$ cat config.mk
export PLATFORM = sky130hd
export DESIGN_NAME = shift_serdes_flat
export DESIGN_NICKNAME = d
export VERILOG_FILES = /design/src/rtl/shift_serdes_if.sv /design/src/rtl/shift_serdes.sv /design/src/flat_wrapper.sv
export SDC_FILE = /design/constraint.sdc
export NUM_CORES = 1
export LEC_CHECK = 0
export CAP_MARGIN = 20
export CORE_AREA = 2 2 69 71
export DETAILED_ROUTE_END_ITERATION = 6
export DIE_AREA = 0 0 71 73
export GPL_ROUTABILITY_DRIVEN = 0
export HOLD_SLACK_MARGIN = 0.05
export PLACE_DENSITY_LB_ADDON = 0.12
export RECOVER_POWER = 50
export SLEW_MARGIN = 25
export SYNTH_ARGS = -nofsm -noshare
export SYNTH_HDL_FRONTEND = slang
export SYNTH_SLANG_ARGS = --single-unit
$ cat constraint.sdc
create_clock -name clk -period 1.9 [get_ports clk]
set_input_delay 0.38 -clock clk [delete_from_list [all_inputs] [get_ports clk]]
set_output_delay 0.38 -clock clk [all_outputs]
set_load 0.005 [all_outputs]
$ cat src/rtl/shift_serdes_if.sv
// rtl/shift_serdes_if.sv - parallel load and receive bundle for shift_serdes
interface shift_serdes_if #(
  parameter int WIDTH = 8
);
  logic             load_valid;
  logic             load_ready;
  logic [WIDTH-1:0] load_data;
  logic             rx_valid;
  logic [WIDTH-1:0] rx_data;
  logic             parity_err;

  modport master (
    output load_valid, load_data,
    input  load_ready, rx_valid, rx_data, parity_err
  );

  modport slave (
    input  load_valid, load_data,
    output load_ready, rx_valid, rx_data, parity_err
  );
endinterface

$ cat src/rtl/shift_serdes.sv
// rtl/shift_serdes.sv - full-duplex serialiser/deserialiser with stall and frame FSM
// Optional even-parity bit appended to each frame under SHIFT_SERDES_PARITY_EN.
module shift_serdes #(
  parameter int WIDTH     = 8,
  parameter int MSB_FIRST = 0
) (
  input  logic           clk,
  input  logic           rst_b,
  shift_serdes_if.slave  bus,
  input  logic           en,
  input  logic           sin,
  output logic           sout,
  output logic           busy
);
  localparam int CW = $clog2(WIDTH + 1);

  typedef enum logic [1:0] {
    S_IDLE,
    S_SHIFT,
    S_DONE
`ifdef SHIFT_SERDES_PARITY_EN
    , S_PARITY
`endif
  } state_t;

  state_t           state_q, state_d;
  logic [WIDTH-1:0] tx_q, tx_d;
  logic [WIDTH-1:0] rx_q, rx_d;
  logic [CW-1:0]    cnt_q, cnt_d;
  logic [WIDTH-1:0] rx_data_q, rx_data_d;
  logic             rx_valid_q, rx_valid_d;
  logic [WIDTH-1:0] tx_shift, rx_shift;
`ifdef SHIFT_SERDES_PARITY_EN
  logic             tx_par_q, tx_par_d;
  logic             parity_err_q, parity_err_d;
`endif

  // tx drains toward the output end while rx fills from the opposite end,
  // so a loopback reproduces the loaded word in either bit order.
  always_comb begin
    if (MSB_FIRST != 0) begin
      tx_shift = {tx_q[WIDTH-2:0], 1'b0};
      rx_shift = {rx_q[WIDTH-2:0], sin};
    end else begin
      tx_shift = {1'b0, tx_q[WIDTH-1:1]};
      rx_shift = {sin, rx_q[WIDTH-1:1]};
    end
  end

  always_comb begin
    state_d    = state_q;
    tx_d       = tx_q;
    rx_d       = rx_q;
    cnt_d      = cnt_q;
    rx_data_d  = rx_data_q;
    rx_valid_d = 1'b0;
`ifdef SHIFT_SERDES_PARITY_EN
    tx_par_d     = tx_par_q;
    parity_err_d = parity_err_q;
`endif
    case (state_q)
      S_IDLE: begin
        if (bus.load_valid) begin
          tx_d    = bus.load_data;
          cnt_d   = '0;
          state_d = S_SHIFT;
`ifdef SHIFT_SERDES_PARITY_EN
          tx_par_d = ^bus.load_data;
`endif
        end
      end
      S_SHIFT: begin
        if (en) begin
          tx_d  = tx_shift;
          rx_d  = rx_shift;
          cnt_d = cnt_q + CW'(1);
          if (cnt_q == CW'(WIDTH - 1)) begin
            rx_data_d = rx_shift;
`ifdef SHIFT_SERDES_PARITY_EN
            state_d = S_PARITY;
`else
            state_d    = S_DONE;
            rx_valid_d = 1'b1;
`endif
          end
        end
      end
`ifdef SHIFT_SERDES_PARITY_EN
      S_PARITY: begin
        if (en) begin
          parity_err_d = sin ^ (^rx_data_q);
          state_d      = S_DONE;
          rx_valid_d   = 1'b1;
        end
      end
`endif
      S_DONE:  state_d = S_IDLE;
      default: state_d = S_IDLE;
    endcase
  end

  always_ff @(posedge clk or negedge rst_b) begin
    if (!rst_b) begin
      state_q    <= S_IDLE;
      tx_q       <= '0;
      rx_q       <= '0;
      cnt_q      <= '0;
      rx_data_q  <= '0;
      rx_valid_q <= 1'b0;
`ifdef SHIFT_SERDES_PARITY_EN
      tx_par_q     <= 1'b0;
      parity_err_q <= 1'b0;
`endif
    end else begin
      state_q    <= state_d;
      tx_q       <= tx_d;
      rx_q       <= rx_d;
      cnt_q      <= cnt_d;
      rx_data_q  <= rx_data_d;
      rx_valid_q <= rx_valid_d;
`ifdef SHIFT_SERDES_PARITY_EN
      tx_par_q     <= tx_par_d;
      parity_err_q <= parity_err_d;
`endif
    end
  end

  always_comb begin
    sout = 1'b1;
    case (state_q)
      S_SHIFT: sout = (MSB_FIRST != 0) ? tx_q[WIDTH-1] : tx_q[0];
`ifdef SHIFT_SERDES_PARITY_EN
      S_PARITY: sout = tx_par_q;
`endif
      default: sout = 1'b1;
    endcase
  end

  assign bus.load_ready = (state_q == S_IDLE);
  assign busy           = (state_q != S_IDLE);
  assign bus.rx_valid   = rx_valid_q;
  assign bus.rx_data    = rx_data_q;
`ifdef SHIFT_SERDES_PARITY_EN
  assign bus.parity_err = parity_err_q;
`else
  assign bus.parity_err = 1'b0;
`endif
endmodule

$ cat src/flat_wrapper.sv
// flat-port wrapper written by rule: the top's interface ports become plain ports
module shift_serdes_flat 
#(
  parameter int WIDTH     = 8,
  parameter int MSB_FIRST = 0
)
  (clk, rst_b, en, sin, sout, busy, bus_load_valid, bus_load_data, bus_load_ready, bus_rx_valid, bus_rx_data, bus_parity_err);
  shift_serdes_if #(.WIDTH(WIDTH)) bus_i ();
  input  logic clk;
  input  logic rst_b;
  input  logic en;
  input  logic sin;
  output logic sout;
  output logic busy;
  input wire logic [$bits(bus_i.load_valid)-1:0] bus_load_valid;
  input wire logic [$bits(bus_i.load_data)-1:0] bus_load_data;
  output wire logic [$bits(bus_i.load_ready)-1:0] bus_load_ready;
  output wire logic [$bits(bus_i.rx_valid)-1:0] bus_rx_valid;
  output wire logic [$bits(bus_i.rx_data)-1:0] bus_rx_data;
  output wire logic [$bits(bus_i.parity_err)-1:0] bus_parity_err;
  assign bus_i.load_valid = bus_load_valid;
  assign bus_i.load_data = bus_load_data;
  assign bus_load_ready = bus_i.load_ready;
  assign bus_rx_valid = bus_i.rx_valid;
  assign bus_rx_data = bus_i.rx_data;
  assign bus_parity_err = bus_i.parity_err;
  shift_serdes #(.WIDTH(WIDTH), .MSB_FIRST(MSB_FIRST)) u_core (.clk(clk), .rst_b(rst_b), .bus(bus_i), .en(en), .sin(sin), .sout(sout), .busy(busy));
endmodule
# Yosys cells after proc, flatten, opt, wreduce, memory -nomap -nowiden
# Cells that the tools add are included.
# classes
reduce_logical	7
eq_ne	5
mux	14
n_addsub	1
# ops
operator	count
8-bit two-way mux	2
8-bit one-hot mux with 2 select lines	1
3-bit AND reduction	3
4-bit two-way mux	2
4-bit one-hot mux with 2 select lines	1
2-bit two-way mux	3
4-bit by 1-bit adder with 4-bit output (second input constant)	1
4-bit by 3-bit == test with 1-bit output (second input constant)	1
1-bit two-way mux	4
2-bit inequality test (second input constant)	2
2-bit one-hot mux with 2 select lines	1
2-bit nonzero test	2
2-bit by 1-bit == test with 1-bit output (second input constant)	1
2-bit logical NOT	1
2-bit by 1-bit inequality test with 1-bit output (second input constant)	1
2-bit AND reduction	1
# word_totals
regBits	31
word_cells	33
in_bits	13

# Logic depth before layout (Yosys ltp)
# Gate-level depths: netlist of the first run.
# logic_depth
ltp_word	4
depth_mapped	5

# Worst setup path before layout of the first run
# No wires, ideal clock.
# synth_path
kind	register to register
from	register u_core.cnt_q[0]
to	register u_core.rx_data_q[7], in the netlist u_core.bus.rx_data[7]
t_arrival_ns	1.439
t_required_ns	1.775
slack_ns	0.336
stages_incl_launch_ff	5
period_less_slack_ns	1.564
cell_sequence	dfrtp_1 ha_1 nand2_1 nor4b_4 mux2_2
# synth_via
elab_chain_cells	2
# synth_lines
item	line_no	text
start: declaration	shift_serdes.sv:29	logic [CW-1:0] cnt_q, cnt_d;
start signal: assignment	shift_serdes.sv:118	cnt_q <= cnt_d;
4-bit by 3-bit == test with 1-bit output	shift_serdes.sv:77	if (cnt_q == CW'(WIDTH - 1)) begin
3-bit AND reduction (no source line)	-	
end signal: assignment	shift_serdes.sv:119	rx_data_q <= rx_data_d;
end: declaration	shift_serdes.sv:30	logic [WIDTH-1:0] rx_data_q, rx_data_d;
# Every way passes these cells.
# A chain may end at the register's enable or synchronous reset.

# Worst setup path in the final report of the first run
# layout_path
from	register u_core.state_q[0]
to	output port sout
# layout_via
elab_chain_cells	2
# layout_lines
item	line_no	text
start: declaration	shift_serdes.sv:26	state_t state_q, state_d;
start signal: assignment	shift_serdes.sv:115	state_q <= state_d;
2-bit by 1-bit == test with 1-bit output	shift_serdes.sv:130	case (state_q)
1-bit two-way mux	shift_serdes.sv:130	
end: declaration	flat_wrapper.sv:13	output logic sout;
# Every way passes these cells.

==> Flow_metrics.wiki, run 1 <==
{| class="wikitable"
! Metric !! Value
|-
| Count of vias placed by the detailed router || 886
|-
| Compound-Gate Fraction of Synth Area || 6.33%
|-
| Post-Place Worst Slack || 0.0118 ns
|-
| Crit path buf inv count || 1
|-
| Yosys synthesis warning count || 0
|-
| Ratio of cells with drive above 1 in the final layout || 26.7%
|-
| Clock-pin slew reported for the worst setup and hold paths after clock tree synthesis || 0.06 ns
|-
| Simple-gate portion of the synthesized area || 11.7%
|-
| Setup Viol. Count Final || 0
|-
| Mux contribution to synthesized area || 20.0%
|-
| Pins over their slew limit || 0
|-
| Detailed-placement wirelength estimate || 1.68 mm
|-
| Run status || finished clean
|-
| Async S/R FF share, synth || 100%
|-
| Die Height || 73 µm
|-
| Maximum clock skew at final layout || 0.00606 ns
|-
| Initial DRC Count || 51
|-
| Final Hold Vio Count || 0
|-
| Final WS setup || 0.102 ns
|-
| Critical-path maximum fanout || 5
|-
| Worst Hold Slack || 0.498 ns
|-
| Number of synthesized flops with an enable pin || 0
|-
| Gate count after technology mapping || 100
|-
| Worst-Margin Slew || 0.761 ns
|-
| Number of buffers inserted by hold repair at cts || 0
|-
| Starting density of the core || 28.8%
|-
| Hold-critical path endpoint || u_core.tx_q[1]
|-
| Worst hold path type || flop to flop
|-
| Peak Freq || 0.556 GHz
|-
| Die Area || 0.00518 mm²
|-
| Critical path's top delay family || buffers and inverters
|-
| Worst-case clock buffer depth || 2
|-
| TritonCTS clock tree || done
|-
| Library cells used by synthesis || 27
|-
| Leakage power total || 0.785 nW
|-
| XOR/XNOR Fraction of Synth Area || 0.671%
|-
| Total CTS buffers || 5
|-
| R2R depth || 5
|-
| Critical path arrival || 1.42 ns
|-
| Area taken by flip-flops and latches || 751 µm²
|-
| Avg Vias per Cell || 4.69
|-
| Synthesized Nets || 114
|-
| Rel. slew slack || 49.3%
|-
| Min cycle time layout || 1.80 ns
|-
| Hold Crit Depth || 2
|-
| Initial antenna violation count || 0
|-
| Register bit count reported by yosys || 30
|-
| Type of destination of the critical path || output port
|-
| Cell-by-cell trace of the critical path || nor2b_2 > nand2b_1 > clkdlybuf4s50_1
|-
| DRT antenna net count || 0
|-
| Worst path required time || 1.52 ns
|-
| Gr usage total || 11.4%
|-
| Total standard cell area after synthesis || 0.00131 mm²
|-
| Average cell area after synthesis || 13.1 µm²
|-
| CTS sink count || 30
|-
| Final critical-path share of the clock period || 94.7%
|-
| Instance count on the critical path || 3
|-
| Count of input and output buffers || 24
|-
| Reg2reg end || u_core.bus.rx_data[7]
|-
| DRC || 0
|-
| Final std cell area, no fill || 0.00173 mm²
|-
| Total number of nets in the final design || 148
|-
| Largest net degree at the start of global routing || 31
|-
| Dominant combinational cell family by area after synthesis || multiplexers
|-
| Root buffer cell || clkbuf_8
|-
| Routed wirelength normalized by instance count || 13.1 µm
|-
| Signed area change from the synthesized netlist to the final layout || 32.6%
|-
| Worst Hold Launch || u_core.tx_q[1]
|-
| Setup slack of the most critical reg-to-reg path || 0.24 ns
|-
| Sequential fraction of the synthesis area || 57.5%
|-
| Number of H-tree levels || 2
|-
| MaxCap Viol Count || 0
|-
| # fillers || 451
|-
| Sum of overflow across all layers after global routing || 0
|-
| Number of core rows || 25
|-
| Critical path startpoint category || flop
|-
| Power density relative to cell area || 1410 mW/mm²
|-
| Die width || 71 µm
|-
| Worst voltage drop across the vdd grid || 0.648 mV
|-
| Total wirelength of the detailed-routed design || 2.48 mm
|-
| Router iterations before antenna repair || 4
|-
| Post-placement cell area || 0.00165 mm²
|-
| Cell with the largest stage delay on the worst path || clkdlybuf4s50_1
|-
| Core ar. || 0.00454 mm²
|-
| Worst skew pair latency || 0.27 ns
|-
| Number of global-route vias before repair || 944
|-
| RR Startpoint || u_core.state_q[1]
|-
| Critical Path Max Stage Delay || 0.49 ns
|-
| Top-Level Pins || 26
|-
| Number of antenna diodes || 0
|-
| Arithmetic-cell share of the synthesized area counting full adders, half adders and majority gates || 0.959%
|-
| Path type of the worst setup path || flop to output port
|-
| Setup repair after global routing missed its margin || no
|-
| Top flip-flop cell by instance count after synthesis || dfrtp_1
|-
| Area taken by multi-input logic gates || 524 µm²
|-
| Total negative slack for setup checks || 0 ns
|-
| Wire length of the first global-routing pass || 4.46 mm
|-
| Finished Core Util || 38.2%
|}
==> cell type report <==
cell class	instances	area share, %
repair buffers	32	16.7
flip-flops and latches	30	43.4
multi-input cells	63	30.3
inverters	2	0.434
clock inverters	1	0.289
well taps	54	3.90
clock buffers	7	4.99
==> cells in the mapped netlist, drive strengths merged (2+ instances only) <==
library cell | instances | share of area, %
nand3 | 9 | 3.5
o21ai | 11 | 4.2
nand2b | 2 | 1.5
mux2 | 17 | 15
mux2i | 7 | 5.4
inv | 2 | 0.58
buf | 2 | 0.96
nor4b | 2 | 2.5
nor2 | 2 | 0.58
dfrtp | 30 | 58
clkbuf | 3 | 0.96
nor3b | 2 | 1.2
==> how the worst max path moves through the flow <==
stage                           start                     to
floorplan             u_core.cnt_q[0]  u_core.bus.rx_data[7]
CTS                 u_core.state_q[1]                   busy
finish              u_core.state_q[0]                   sout
global route        u_core.state_q[0]                   sout
detailed placement                 en  u_core.bus.rx_data[7]
global placement                   en  u_core.bus.rx_data[7]
==> flip-flops by register name (all words and copies together) (netlist names) <==
register and count:
u_core.bus.rx_data 8, u_core.bus.rx_valid 1, u_core.cnt_q 4, u_core.rx_q 7
u_core.state_q 2, u_core.tx_q 8
==> cells by family after synthesis <==
family,Yosys count
AO/OA/AOI/OAI,14
buffers and inverters,7
XOR/XNOR,1
multiplexers,24
AND/OR/NAND/NOR,22
adder cells (fa/ha/maj),1
other,1
flip-flops,30
==> per-stage QoR <==
stage / instances / total power [mW]
after floorplan: 100 / 1.57
after global placement: 180 / 1.97
after global routing: 189 / 2.65
final: 189 / 2.45
after CTS: 189 / 2.53
after detailed placement: 180 / 1.99
==> routing by layer <==
layer / up-vias / global-route usage (%) / part of all wire [%]
met1: 438 / 14.0 / 43
met3: 2 / 4.28 / 6.0
met4: 0 / 5.03 / 0.93
met2: 25 / 17.8 / 50
li1: 421 / - / -
met5: - / 0 / 0
==> power by group <==
group / internal, mW / switching (mW)
registers: 0.904 / 0.177
clock network: 0.291 / 0.221
logic: 0.530 / 0.324
total: 1.73 / 0.722
==> layout by cell type, fill, tap and decap left out, types with 2 or more instances in the layout <==
| master | instances |
|---|---|
| nand3_1 | 9 |
| dfrtp_1 | 30 |
| mux2i_1 | 7 |
| inv_1 | 2 |
| clkbuf_1 | 3 |
| clkbuf_2 | 2 |
| mux2_2 | 17 |
| clkdlybuf4s50_1 | 20 |
| dlygate4sd3_1 | 2 |
| o21ai_0 | 11 |
| nor2_1 | 2 |
| buf_4 | 4 |
| clkbuf_8 | 6 |
| nor3b_1 | 2 |
==> tightest hold or removal path, stage by stage, from the launching register on <==
cell and delay [ns]:
dfrtp_1 0.34, nand3_1 0.06, o21ai_0 0.07
==> what timing repair did <==
item                                    in CTS  in global routing
cloned                                       0                  0
endpoints found under the setup margin       1                  2
gates resized for setup                      2                  2
pin swaps                                    0                  0
setup buffers                                1                  0
No activity file was read; power rests on OpenSTA's default activity.
==> run 2, diff against run 1 <==
- ABC_AREA: unset -> 0
- SKIP_LAST_GASP: unset -> 1
==> results of run 2 <==
Same layout as run 1: the final DEF is identical, and so are final timing and power.
==> run 3, diff against run 2 <==
- ABC_CLOCK_PERIOD_IN_PS: unset -> 2100
- CORE_AREA: 2 2 69 71 -> 5 5 72 74
- DIE_AREA: 0 0 71 73 -> 0 0 77 79
- clock period: 1.9 -> 2.1 ns (I/O delays scaled with it)
==> run 3 against run 2 <==
Against the previous run:
- die area increased by 17%
- sequential share of layout area increased by 0.71 points
- highest routed layer unchanged
- worst hold slack got worse by 0.00080 ns
- clock power decreased by 20%
- cell count decreased by 1.6%
- critical path depth unchanged
==> Flow_metrics.wiki, run 3 (same netlist as run 1, synthesis figures left out) <==
{| class="wikitable"
! Metric !! Value
|-
| Router iterations before antenna repair || 4 (unchanged)
|-
| Hold Crit Depth || 1 (-1)
|-
| Total number of nets in the final design || 146 (-1.4%)
|-
| RR Startpoint || u_core.state_q[1]
|-
| Worst-case clock buffer depth || 2 (unchanged)
|-
| Clock-pin slew reported for the worst setup and hold paths after clock tree synthesis || 0.06 ns (about the same)
|-
| Peak Freq || 0.500 GHz
|-
| Detailed-placement wirelength estimate || 1.74 mm (+3.4%)
|-
| Number of core rows || 25 (unchanged)
|-
| Number of buffers inserted by hold repair at cts || 0 (unchanged)
|-
| Die Area || 0.00608 mm² (+17%)
|-
| Reported net switching power || 0.636 mW (-12%)
|-
| Combinational group share of total power || 35.4% (+0.5 points)
|-
| Post-CTS Resized || 0 (-2)
|-
| Ratio of cells with drive above 1 in the final layout || 23.5% (-3.2 points)
|-
| Leading cell type in the layout, fill and taps excluded || dfrtp_1
|-
| Total wirelength of the detailed-routed design || 2.48 mm (-0.16%)
|-
| Worst Hold Launch || u_core.tx_q[7]
|-
| Post-CTS setup-driven buffer insertion count || 0 (-1)
|-
| MaxCap Viol Count || 0 (unchanged)
|-
| Setup repair after global routing missed its margin || no
|-
| Worst path required time || 1.68 ns (+0.16 ns)
|-
| Total negative slack for setup checks || 0 ns (unchanged)
|-
| Sequential group share of total power || 45.7% (+1.5 points)
|-
| Clock network power share || 19.0% (-1.9 points)
|-
| Number of antenna diodes || 0 (unchanged)
|-
| Critical-path maximum fanout || 8 (+3)
|-
| Final critical-path share of the clock period || 95.3%
|-
| Die width || 77 µm (+8.5%)
|-
| Largest net degree at the start of global routing || 31 (unchanged)
|-
| Root buffer cell || clkbuf_8
|-
| Wire length of the first global-routing pass || 4.37 mm (-1.9%)
|-
| Post-placement cell area || 0.00165 mm² (-0.45%)
|-
| Top-Level Pins || 26 (unchanged)
|-
| Pins over their slew limit || 0 (unchanged)
|-
| Number of H-tree levels || 2 (unchanged)
|-
| Count of vias placed by the detailed router || 876 (-1.1%)
|-
| Critical path arrival || 1.58 ns (+0.16 ns)
|-
| TritonCTS clock tree || done
|-
| Initial antenna violation count || 0 (unchanged)
|-
| Leakage power total || 0.762 nW (-2.9%)
|-
| Setup Viol. Count Final || 0 (unchanged)
|-
| Hold-critical path endpoint || u_core.tx_q[7]
|-
| Worst skew pair latency || 0.27 ns (about the same)
|-
| Count of input and output buffers || 24 (unchanged)
|-
| DRT antenna net count || 0 (unchanged)
|-
| Final std cell area, no fill || 0.00171 mm² (-1.4%)
|-
| Avg Vias per Cell || 4.71 (+0.47%)
|-
| Reg2reg end || u_core.bus.rx_data[2]
|-
| Critical Path Max Stage Delay || 0.49 ns (about the same)
|-
| Cell-by-cell trace of the critical path || or2_2 > inv_1 > clkdlybuf4s50_1
|-
| Power density relative to cell area || 1270 mW/mm² (-10%)
|-
| Worst voltage drop across the vdd grid || 0.685 mV (+5.7%)
|-
| Final Hold Vio Count || 0 (unchanged)
|-
| Core ar. || 0.00454 mm² (unchanged)
|-
| Net switching share of the total power || 29.4% (-0.069 points)
|-
| Sum of overflow across all layers after global routing || 0 (unchanged)
|-
| Gr usage total || 9.09% (-2.3 points)
|-
| Cell with the largest stage delay on the worst path || clkdlybuf4s50_1
|-
| Worst-Margin Slew || 0.749 ns (-0.0116 ns)
|-
| Critical path startpoint category || flop
|-
| Rel. slew slack || 50.1% (+0.77 points)
|-
| Signed area change from the synthesized netlist to the final layout || 30.7%
|-
| Highest-count cells in the layout ignoring fill and taps || 29 x dfrtp_1, 22 x clkdlybuf4s50_1, 17 x mux2_2
|-
| Initial DRC Count || 70 (+37%)
|-
| Routed wirelength normalized by instance count || 13.3 µm (+1.4%)
|-
| Die Height || 79 µm (+8.2%)
|-
| Number of global-route vias before repair || 968 (+2.5%)
|-
| Path type of the worst setup path || flop to output port
|-
| Worst hold path type || flop to flop
|-
| Setup slack of the most critical reg-to-reg path || 0.28 ns (+0.04 ns)
|-
| Worst Hold Slack || 0.497 ns (-0.000803 ns)
|-
| Type of destination of the critical path || output port
|-
| Cell-internal power || 1.53 mW (-12%)
|-
| CTS sink count || 30 (unchanged)
|-
| Total CTS buffers || 5 (unchanged)
|-
| R2R depth || 4 (-1)
|-
| Min cycle time layout || 2.00 ns
|-
| DRC || 0 (unchanged)
|-
| Maximum clock skew at final layout || 0.00558 ns (-0.000484 ns)
|-
| Starting density of the core || 28.8% (unchanged)
|-
| Run status || finished clean
|-
| Power after layout || 2.16 mW (-12%)
|}
-- run 3: power by group through the flow --
stage,logic (mW),registers [mW],clock network [mW]
4_1_cts,0.802,0.989,0.432
2_1_floorplan,0.473,0.948,0
6_report,0.764,0.987,0.410
3_5_place_dp,0.800,0.996,0
3_3_place_gp,0.782,0.993,0
5_1_grt,0.856,1.03,0.454
-- run 3: area by class of cell --
type | count | area [µm²]
fillers | 442 | 2830
repair buffers | 30 | 280
clock buffers | 7 | 76.3
well taps | 54 | 67.6
multi-input cells | 63 | 522
inverters | 2 | 7.51
flip-flops and latches | 30 | 752
-- run 3: stage by stage --
stage               utilization (%)  worst slack, ns  std cells
floorplan                         -            0.536        100
global placement               36.3            0.195        179
detailed placement             36.3            0.173        179
CTS                            38.0           0.0550        186
global route                   37.6          0.00970        186
finish                         37.6           0.0982        186
-- run 3: worst max-delay path by stage --
stage / startpoint / endpoint / slack [ns] / depth (start not counted)
after floorplan: u_core.cnt_q[0] / u_core.bus.rx_data[7] / 0.54 / 4
after detailed placement: en / u_core.bus.rx_data[0] / 0.17 / 5
after global routing: u_core.state_q[1] / bus_load_ready / 0.01 / 3
after CTS: u_core.state_q[0] / bus_load_ready / 0.05 / 3
after global placement: en / u_core.bus.rx_data[6] / 0.19 / 5
final: u_core.state_q[1] / bus_load_ready / 0.1 / 3
-- run 3: layer usage --
metal / vias up / GRT usage, % / share of wire (%)
met5: - / 0 / 0
met4: 0 / 4.64 / 1.7
met3: 5 / 2.95 / 4.0
met2: 17 / 13.7 / 47
met1: 433 / 11.7 / 47
li1: 421 / - / -
-- run 3: worst max-delay path: cells and delay by family, from the launching register on --
family | cells | cell delay (ns)
buffers and inverters | 2 | 0.54
DFF | 1 | 0.45
and+or+nand+nor | 1 | 0.33
==> edit: new RTL, flow settings as in run 2 <==
The 3 states of `state_t` get a one-hot encoding in 3 bits.
--- a/src/rtl/shift_serdes.sv
+++ b/src/rtl/shift_serdes.sv
@@ -15,8 +15,8 @@
   localparam int CW = $clog2(WIDTH + 1);
 
-  typedef enum logic [1:0] {
-    S_IDLE,
-    S_SHIFT,
-    S_DONE
+  typedef enum logic [2:0] {
+    S_IDLE  = 3'b001,
+    S_SHIFT = 3'b010,
+    S_DONE  = 3'b100
 `ifdef SHIFT_SERDES_PARITY_EN
     , S_PARITY
Behaviour: same outputs for any inputs over 10 cycles, from zero or initial values and one cycle with rst_b low; not proved beyond that.
==> edit against run 2 <==
  * Cell count decreased by 0.53%
  * Final area increased by 6.9%
  * Power decreased by 8.3%
  * Sequential cell count increased by 1
  * Synthesized area increased by 5.0%
  * Setup slack improved by 0.062 ns
  * Fmax increased by 3.6%
  * Wire length decreased by 0.40%
  * Count of clock-buffer cells in the layout unchanged
  * Largest cell class unchanged
==> edit: results (changes against run 2) <==
status - completed
Vias - 873 (-1.5%)
Mapped Nets - 109 (-4.4%)
leakage - 0.0008047 uW (+2.5%)
post-synthesis compound-gate area fraction - 3.562% (-2.8 points)
DRT iter0 DRCs - 21 (-59%)
Post-Layout Cell Count - 188 (-0.53%)
worst slew pin tran - 0.7685 ns (+0.007786 ns)
mux cell area share after synthesis - 24.66% (+4.6 points)
post-placement cell count - 179 (-0.56%)
largest net degree at the start of global routing - 32 (+3.2%)
Post-synth top cells - dfrtp_1, mux2_2, a21oi_1, inv_1
Cells after Synth - 95 (-5.0%)
critical path launch point - u_core.state_q[0]$_DFFE_PN1P_
global-route wire length before repair - 4.195 mm (-5.9%)
fillers - 424 (-6.0%)
final WL - 2.472 mm (-0.40%)
fin nets - 147 (-0.68%)
hold path start - u_core.rx_q[1]$_DFFE_PN0P_
Clk pwr share - 25.3% (+4.4 points)
area share of fa/ha/maj cells after synthesis - 0.9132% (-0.046 points)
Detail Placement HPWL - 1.708 mm (+1.5%)
Flop+latch power - 983 uW (-9%)
clk_lat worst skew - 0.28 ns
Tot GR Track Use - 10.77% (-0.59 points)
layout cells sized above 1 - 39.55% (+13 points)
Seq/Total Area, Yosys - 56.71% (-0.81 points)
Area after DPL - 1734 um2 (+4.9%)
synth top area cells - dfrtp_1, mux2_2, nand4bb_4
VDD IR max - 434.0 uV (-33%)
Max Fanout on Critical Path - 4 (-1)
vias in the first global route - 923 (-2.2%)
clock group total power - 567 uW (+11%)
CTS resizes - 5 (+3)
XOR/XNOR share of the synthesized area - 0.6393% (-0.032 points)
Fin Clk Skew - 0.003662 ns (-0.002400 ns)
==> edit: changes by cell type after synthesis, sizes merged, moves of 3 or more <==
cell and change:
mux2 +13, clkbuf -3, a21oi +3, nand3 -7
o21ai -10, mux2i -7
==> edit: layer usage <==
metal | track usage, % | vias to the layer above | share of wire, %
met4 | 6.080 | 0 | 2.7
met2 | 17.24 | 26 | 48
met5 | 0 | - | 0
li1 | - | 411 | -
met3 | 4.282 | 8 | 6.1
met1 | 12.30 | 428 | 43
==> edit: worst paths after layout <==
check	cells after the start	slack (ns)	end
max in group asynchronous	2	0.67	u_core.state_q[1]$_DFFE_PN0P_
min reg2reg	1	0.51	u_core.rx_q[1]$_DFFE_PN0P_
min in group asynchronous	2	0.70	u_core.bus.rx_data[6]$_DFFE_PN0P_
max reg2reg	5	0.23	u_core.tx_q[4]$_DFFE_PN0P_
max	4	0.16	sout
min	1	0.51	u_core.rx_q[1]$_DFFE_PN0P_
==> edit: layout make-up <==
class                   count  area (um2)  share of cell area (%)
clock buffers               7       96.34                   5.210
well taps                  54       67.56                   3.654
clock inverters             1       7.507                  0.4060
inverters                   4       15.01                  0.8119
flip-flops and latches     31       778.2                   42.08
repair buffers             35       326.6                   17.66
multi-input cells          56       558.0                   30.18
==> edit: cells by family (layout without fill, tap and decap cells) <==
group | count (synthesis) | in the layout
DFF | 31 | 31
muxes | 30 | 30
and+or+nand+nor | 15 | 15
AOI/OAI and AO/OA | 8 | 8
buffers and inverters | 8 | 47
adders and majority gates | 1 | 1
other | 1 | 1
xor gates and xnor gates | 1 | 1
==> edit: critical path: stages, from the launching register on <==
cell	delay, ns
dfstp_2	0.37
buf_4	0.14
nor3b_4	0.23
nand2b_1	0.08
dlygate4sd2_1	0.26
